**src/rtl/v_ist_retire.sv**
```systemverilog
// v_ist_retire: consumer end of the vector instruction status table.
// Holds issued instructions in FIFO order and retires them in program order.
module v_ist_retire #(
    parameter int IST_ENTRY_BITS = 9,
    parameter int NO_OF_SLOTS    = 8,
    parameter int TAG_BITS       = $clog2(NO_OF_SLOTS)
) (
    input  logic                clk,
    input  logic                nrst,
    input  logic                enq_valid,
    input  logic [5:0]          enq_op,
    output logic                enq_ready,
    output logic [TAG_BITS-1:0] enq_tag,
    input  logic                upd_valid,
    input  logic [TAG_BITS-1:0] upd_tag,
    input  logic [2:0]          upd_stage,
    output logic                ret_valid,
    input  logic                ret_ready,
    output logic [5:0]          ret_op,
    output logic [TAG_BITS-1:0] ret_tag,
    output logic [TAG_BITS:0]   count,
    output logic                upd_err
);

    localparam logic [2:0]          ST_ISSUE = 3'b000;
    localparam logic [2:0]          ST_WR    = 3'b011;
    localparam logic [TAG_BITS:0]   FULL_CNT = (TAG_BITS+1)'(NO_OF_SLOTS);
    localparam logic [TAG_BITS:0]   ONE_C    = (TAG_BITS+1)'(1);
    localparam logic [TAG_BITS-1:0] ONE_T    = TAG_BITS'(1);

    logic [NO_OF_SLOTS-1:0]    valid_q, valid_d;
    logic [IST_ENTRY_BITS-1:0] entry_q [NO_OF_SLOTS];
    logic [IST_ENTRY_BITS-1:0] entry_d [NO_OF_SLOTS];
    logic [TAG_BITS-1:0]       head_q, head_d;
    logic [TAG_BITS-1:0]       tail_q, tail_d;
    logic [TAG_BITS:0]         count_q, count_d;
    logic                      upd_err_q, upd_err_d;

    logic       enq_fire;
    logic       ret_fire;
    logic       upd_legal;
    logic [2:0] head_stage;
    logic [2:0] upd_cur_stage;

    // Status outputs come straight from registered state
    always_comb begin
        head_stage    = entry_q[head_q][2:0];
        upd_cur_stage = entry_q[upd_tag][2:0];
        enq_ready     = (count_q != FULL_CNT);
        enq_tag       = tail_q;
        ret_valid     = (count_q != '0) && (head_stage == ST_WR);
        ret_op        = entry_q[head_q][IST_ENTRY_BITS-1:3];
        ret_tag       = head_q;
        count         = count_q;
        upd_err       = upd_err_q;
    end

    // Handshake fires and update legality, all from pre-edge state
    always_comb begin
        enq_fire  = enq_valid && enq_ready;
        ret_fire  = ret_valid && ret_ready;
        // Stage 011 + 1 yields 100, so the msb test also rejects overruns
        upd_legal = valid_q[upd_tag]
                 && !upd_stage[2]
                 && (upd_stage == upd_cur_stage + 3'b001);
    end

    // Next-state for entries: enqueue fills the tail, legal update sets stage
    always_comb begin
        for (int i = 0; i < NO_OF_SLOTS; i++) begin
            entry_d[i] = entry_q[i];
        end
        if (upd_valid && upd_legal) begin
            entry_d[upd_tag] = {entry_q[upd_tag][IST_ENTRY_BITS-1:3], upd_stage};
        end
        // Tail slot is never valid when enqueue fires, so no clash with update
        if (enq_fire) begin
            entry_d[tail_q] = {enq_op, ST_ISSUE};
        end
    end

    // Next-state for valid bits, pointers, occupancy and error pulse
    always_comb begin
        valid_d   = valid_q;
        head_d    = head_q;
        tail_d    = tail_q;
        count_d   = count_q;
        upd_err_d = upd_valid && !upd_legal;
        if (ret_fire) begin
            valid_d[head_q] = 1'b0;
            head_d          = head_q + ONE_T;
        end
        if (enq_fire) begin
            valid_d[tail_q] = 1'b1;
            tail_d          = tail_q + ONE_T;
        end
        unique case ({enq_fire, ret_fire})
            2'b10:   count_d = count_q + ONE_C;
            2'b01:   count_d = count_q - ONE_C;
            default: count_d = count_q;
        endcase
    end

    // Control state register with synchronous active-high reset
    always_ff @(posedge clk) begin
        if (nrst) begin
            valid_q   <= '0;
            head_q    <= '0;
            tail_q    <= '0;
            count_q   <= '0;
            upd_err_q <= 1'b0;
        end else begin
            valid_q   <= valid_d;
            head_q    <= head_d;
            tail_q    <= tail_d;
            count_q   <= count_d;
            upd_err_q <= upd_err_d;
        end
    end

    // Entry payload needs no reset; valid bits gate every use of it
    always_ff @(posedge clk) begin
        entry_q <= entry_d;
    end

endmodule

```
**config.mk**
```make
export PLATFORM = sky130hd
export DESIGN_NAME = v_ist_retire
export DESIGN_NICKNAME = d
export VERILOG_FILES = /design/src/rtl/v_ist_retire.sv
export SDC_FILE = /design/constraint.sdc
export NUM_CORES = 1
export LEC_CHECK = 0
export BUFFER_PORTS_ARGS = -buffer_cell sky130_fd_sc_hd__buf_2
export CAP_MARGIN = 25
export CORE_MARGIN = 2
export CORE_UTILIZATION = 46
export CTS_CLUSTER_DIAMETER = 50
export DETAILED_ROUTE_END_ITERATION = 10
export GPL_ROUTABILITY_DRIVEN = 0
export GPL_TIMING_DRIVEN = 0
export PLACE_DENSITY_LB_ADDON = 0.1
export SLEW_MARGIN = 20
export SYNTH_ARGS = -nofsm -noshare
export SYNTH_HDL_FRONTEND = slang
export SYNTH_SLANG_ARGS = --single-unit
```
**constraint.sdc**
```tcl
create_clock -name clk -period 5.1 [get_ports clk]
set_input_delay 1.275 -clock clk [delete_from_list [all_inputs] [get_ports clk]]
set_output_delay 1.275 -clock clk [all_outputs]
set_load 0.02 [all_outputs]
```
==> After elaboration in Yosys (flattened, before gate mapping) <==
Index checks and enable logic that the tools add are counted.
{ "classes": {"n_mux": 23, "bitwise": 6, "n_eq_ne": 5, "n_reduce_logical": 15, "n_addsub": 5, "n_lt_le_gt_ge": 10} }
{ "op_table": {"columns": ["op", "count"], "rows": [
  ["$bwmux W72", 2],
  ["$mux W72", 2],
  ["$bmux W9 S3", 2],
  ["$demux W9 S3", 2],
  ["$mux W9", 6],
  ["$mux W8", 2],
  ["$ge A4 B4 Y1 const B", 3],
  ["$lt A3 B4 Y1 const B", 3],
  ["$not A3 Y4", 3],
  ["$logic_and A1 B1 Y1", 11],
  ["$add A3 B1 Y3 const B", 3],
  ["$and A8 B8 Y8", 1],
  ["$lt A4 B1 Y1 const B", 2],
  ["$not A8 Y8", 1],
  ["$or A8 B8 Y8", 1],
  ["$pmux W4 S2", 1],
  ["$demux W1 S3", 2],
  ["$ge A3 B1 Y1 const B", 2],
  ["$add A4 B1 Y4 const B", 1],
  ["$ne A4 B4 Y1 const B", 1],
  ["$reduce_bool A4 Y1", 1],
  ["$sub A4 B1 Y4 const B", 1],
  ["$bmux W1 S3", 1],
  ["$eq A3 B2 Y1 const B", 1],
  ["other kinds (6)", 9]
]} }
{ "word_totals": {"in_bits": 17, "out_inout_bits": 19, "ff_bits": 91, "word_cells": 77} }

==> Depth between registers and ports, before layout <==
{ "logic_depth": {"depth_word": 11, "depth_mapped": 15, "ltp_nobuf": 11} }

==> Least setup slack after synthesis <==
No wires, ideal clock.
{ "synth_timing": {"path_type": "input -> register", "startpoint": "in upd_tag[1]", "endpoint": "reg entry_q[18] (netlist bit)", "t_required_ps": 5030, "path_buffers": 5, "path_slack_ps": 840, "stages": 14, "arrival_ps": 4190, "setup_time_ps": 70, "cell_sequence": "buf_2 -> buf_2 -> clkbuf_1 -> mux2_2 -> a22oi_1 -> o221ai_1 -> ha_1 -> xor2_1 -> nor2_1 -> and4_1 -> buf_2 -> buf_1 -> nand4_1 -> a21oi_1"} }
{ "synth_rtl": {"columns": ["item", "line", "rtl"], "rows": [
  ["from (decl)", "15", "input logic [TAG_BITS-1:0] upd_tag,"],
  ["to (signal assigned)", "123", "entry_q <= entry_d;"],
  ["to (decl)", "32", "logic [IST_ENTRY_BITS-1:0] entry_q [NO_OF_SLOTS];"]
]} }

==> impl_metrics.ini <==
[synthesis]
dominantRegCellSynth = dfxtp_1
ys_seq_area_share_pct = 34.3
syn_avg_cell_area_um2 = 9.13
synth_edf_count = 0
synth_area_um2 = 5310
synthCells = 581
synth_cell_type_count = 70
yosys_warnings = 0
syn_nets = 605
ys_seq_elements = 91
synth_async_sr_flop_share_pct = 0

[floorplan]
die-area_um2 = 12400
coreArea_um2 = 11300
ios = 36
die_y_um = 111
die_w_um = 111
start_util_pct = 46.9
num_rows = 39

[routing]
wl_per_cell_um = 24.4
vias = 5127
postRouteAntennaNets = 0
vias_per_cell = 6.62
drc_errors = 0
drt_first_pass_iters = 5
wl_mm = 18.9
drt-initial-drc-count = 453

[layout]
fin_nets = 651
drive_gt1_share_pct = 22.2
antennaDiodeCount = 0
final_common_cell = dfxtp_1
final.fill_count = 1092
final_cell_mix = dfxtp_1, nor2_1, buf_2
syn_to_final_growth_pct = 13.1

[timing]
fin_skew_ns = 0.0101
report.final.slew_viol_count = 0
slew-limit-headroom_pct = 37.6
timing.final.crit_share_pct = 94.3
finalCriticalPeriod_ns = 4.81
setup-tns-final_ns = 0
worst_slew_pin_slew_ns = 0.933
rsz0062_at_grt = false
fmax_mhz = 208
finalHoldViolCount = 0
setup_violations = 0

[global_routing]
grt_pass1_vias = 4958
grtUsageTotal_pct = 30.9
grt_max_degree = 20
grt_antenna_before_repair = 0
grt_pass1_wl_mm = 29.0
grt_overflow_total = 0

[setup_path]
critPathRequiredTime_ns = 5.29
cp.depth = 12
critPathSlowestCell = a31oi_2
cp_slowest_stage_delay_ns = 0.66
critPathArrivalTime_ns = 5.00
path_max_fanout = 19
r2r_cells = 12
worstReg2RegStart = ret_tag[2]
cp-end-kind = flop
start_kind = input port
rrSetupSlack_ns = 1.45
cp_cell_sequence = buf_2, buf_2, buf_2, mux2_2, a22oi_1, o221ai_1, ha_1, or3_1, and4_1, buf_2, a31oi_2, a221oi_1
path_delay_family = buffers and inverters
crit_top_cell = buf_2
path_buf_inv = 4
path_class = input port to flop
reg2reg_to = count[3]
crit_start = upd_tag[1]
cp-endpoint = entry_q[39]

[job]
drv_cap = 0

[clock_tree]
clock_sinks = 91
cts_root_buffer = clkbuf_16
clk_path_buf_depth = 2
tritoncts = yes
cts_max_level = 3
cts_buffers = 9
insertion_delay_ns = 0.36
postCtsHoldBufs = 0
clkTransAtPathRegs_ns = 0.07

[placement]
port_buffers = 32
dpl.hpwl_mm = 13.1

[power_and_ir_drop]
powerDensity_nw_per_um2 = 327
leakagePower_nw = 2.36
finalPower_mw = 1.96
ir_drop_uv = 142

[outcome]
outcome = complete, no violations

[hold_path]
min_path_cells = 2
min_path_type = flop to flop
[logic make-up (layout without fill, tap and decap cells)]
group / Yosys count / count (layout) / synth area share (%)
buf+inv: 73 / 123 / 5.73
flops: 91 / 91 / 34.3
fa+ha+maj: 7 / 7 / 1.79
simple gates: 207 / 207 / 20.7
xor+xnor: 7 / 7 / 1.16
compound gates: 148 / 148 / 21.8
mux: 48 / 48 / 14.5
[synthesized netlist by cell type (all sizes together) (2+ instances only)]
cell	n	area share, %
dfxtp	91	34
nor2	63	4.6
inv	39	2.8
a21oi	38	3.7
a221oi	33	5.4
nand2	29	2.1
o21ai	22	2.4
mux4	21	8.9
nand2b	20	2.4
nand3	20	2.1
clkbuf	18	1.3
o221a	18	3.8
mux2	16	3.5
buf	15	1.6
nand4	15	1.8
mux2i	11	2.1
nor3	11	1.3
and3	8	1.1
and2	7	0.83
nor2b	7	0.83
or2	7	0.83
a31oi	6	1.2
ha	6	1.4
o41ai	6	0.99
or3	6	0.71
xor2	5	0.83
o31ai	4	0.57
nand4b	3	0.50
a21o	2	0.28
a22o	2	0.33
a22oi	2	0.28
nor4	2	0.24
nor4bb	2	0.38
o311ai	2	0.33
o31a	2	0.33
or3b	2	0.33
xnor2	2	0.33
[repair_timing]
| item | 4_1_cts | 5_1_grt |
|---|---|---|
| buffers inserted | 0 | 0 |
| endpoints found under the setup margin | 7 | 0 |
| gates resized for setup | 1 | 0 |
[area by class of cell]
| cell class | count | area (um2) | area share [%] |
|---|---|---|---|
| repair buffers | 36 | 188 | 3.13 |
| clock buffers | 11 | 253 | 4.21 |
| flip-flops and latches | 91 | 1820 | 30.4 |
| inverters | 40 | 150 | 2.50 |
| well taps | 143 | 179 | 2.98 |
| clock inverters | 4 | 50.0 | 0.834 |
| plain buffers | 32 | 150 | 2.50 |
| multi-input cells | 417 | 3210 | 53.5 |
[tightest hold or removal path, stage by stage (launching register included)]
cell and delay [ns]:
dfxtp_1 0.32, inv_1 0.05, nor2_1 0.04
[state kept, by name, indices dropped and copies added, names as in the netlist]
| name | cells |
|---|---|
| count | 4 |
| upd_err | 1 |
| entry_q | 72 |
| valid_q | 8 |
| ret_tag | 3 |
| enq_tag | 3 |
[power by group]
group	switching (mW)	internal, mW
Sequential	0.0809	0.810
Combinational	0.182	0.191
Clock	0.295	0.403
[metal layers]
| metal | vias to the layer above | global-route usage [%] | wire, um |
|---|---|---|---|
| met1 | 2470 | 41.2 | 7810 |
| met3 | 63 | 8.27 | 2210 |
| li1 | 2284 | - | - |
| met4 | 0 | 17.4 | 800 |
| met2 | 310 | 45.6 | 8080 |
| met5 | - | 0 | 0 |
[metrics by stage]
stage	worst slack (ns)	util (%)	area (um2)	instances	hold WS, ns
detailed placement	-0.402	50.3	5690	760	0.444
floorplan	0.840	-	5310	581	0.419
finish	0.290	53.0	6000	774	0.447
CTS	0.396	53.0	6000	774	0.452
global route	0.0585	53.0	6000	774	0.478
global placement	-0.379	49.9	5640	756	0.431
[worst min path at each step]
stage / start / endpoint / slack, ns
floorplan: entry_q[47] / entry_q[47] / 0.42
global placement: entry_q[47] / entry_q[47] / 0.43
detailed placement: entry_q[47] / entry_q[47] / 0.44
CTS: entry_q[47] / entry_q[47] / 0.45
global route: entry_q[47] / entry_q[47] / 0.48
finish: entry_q[47] / entry_q[47] / 0.45
Power figures use the tool's default switching activity.
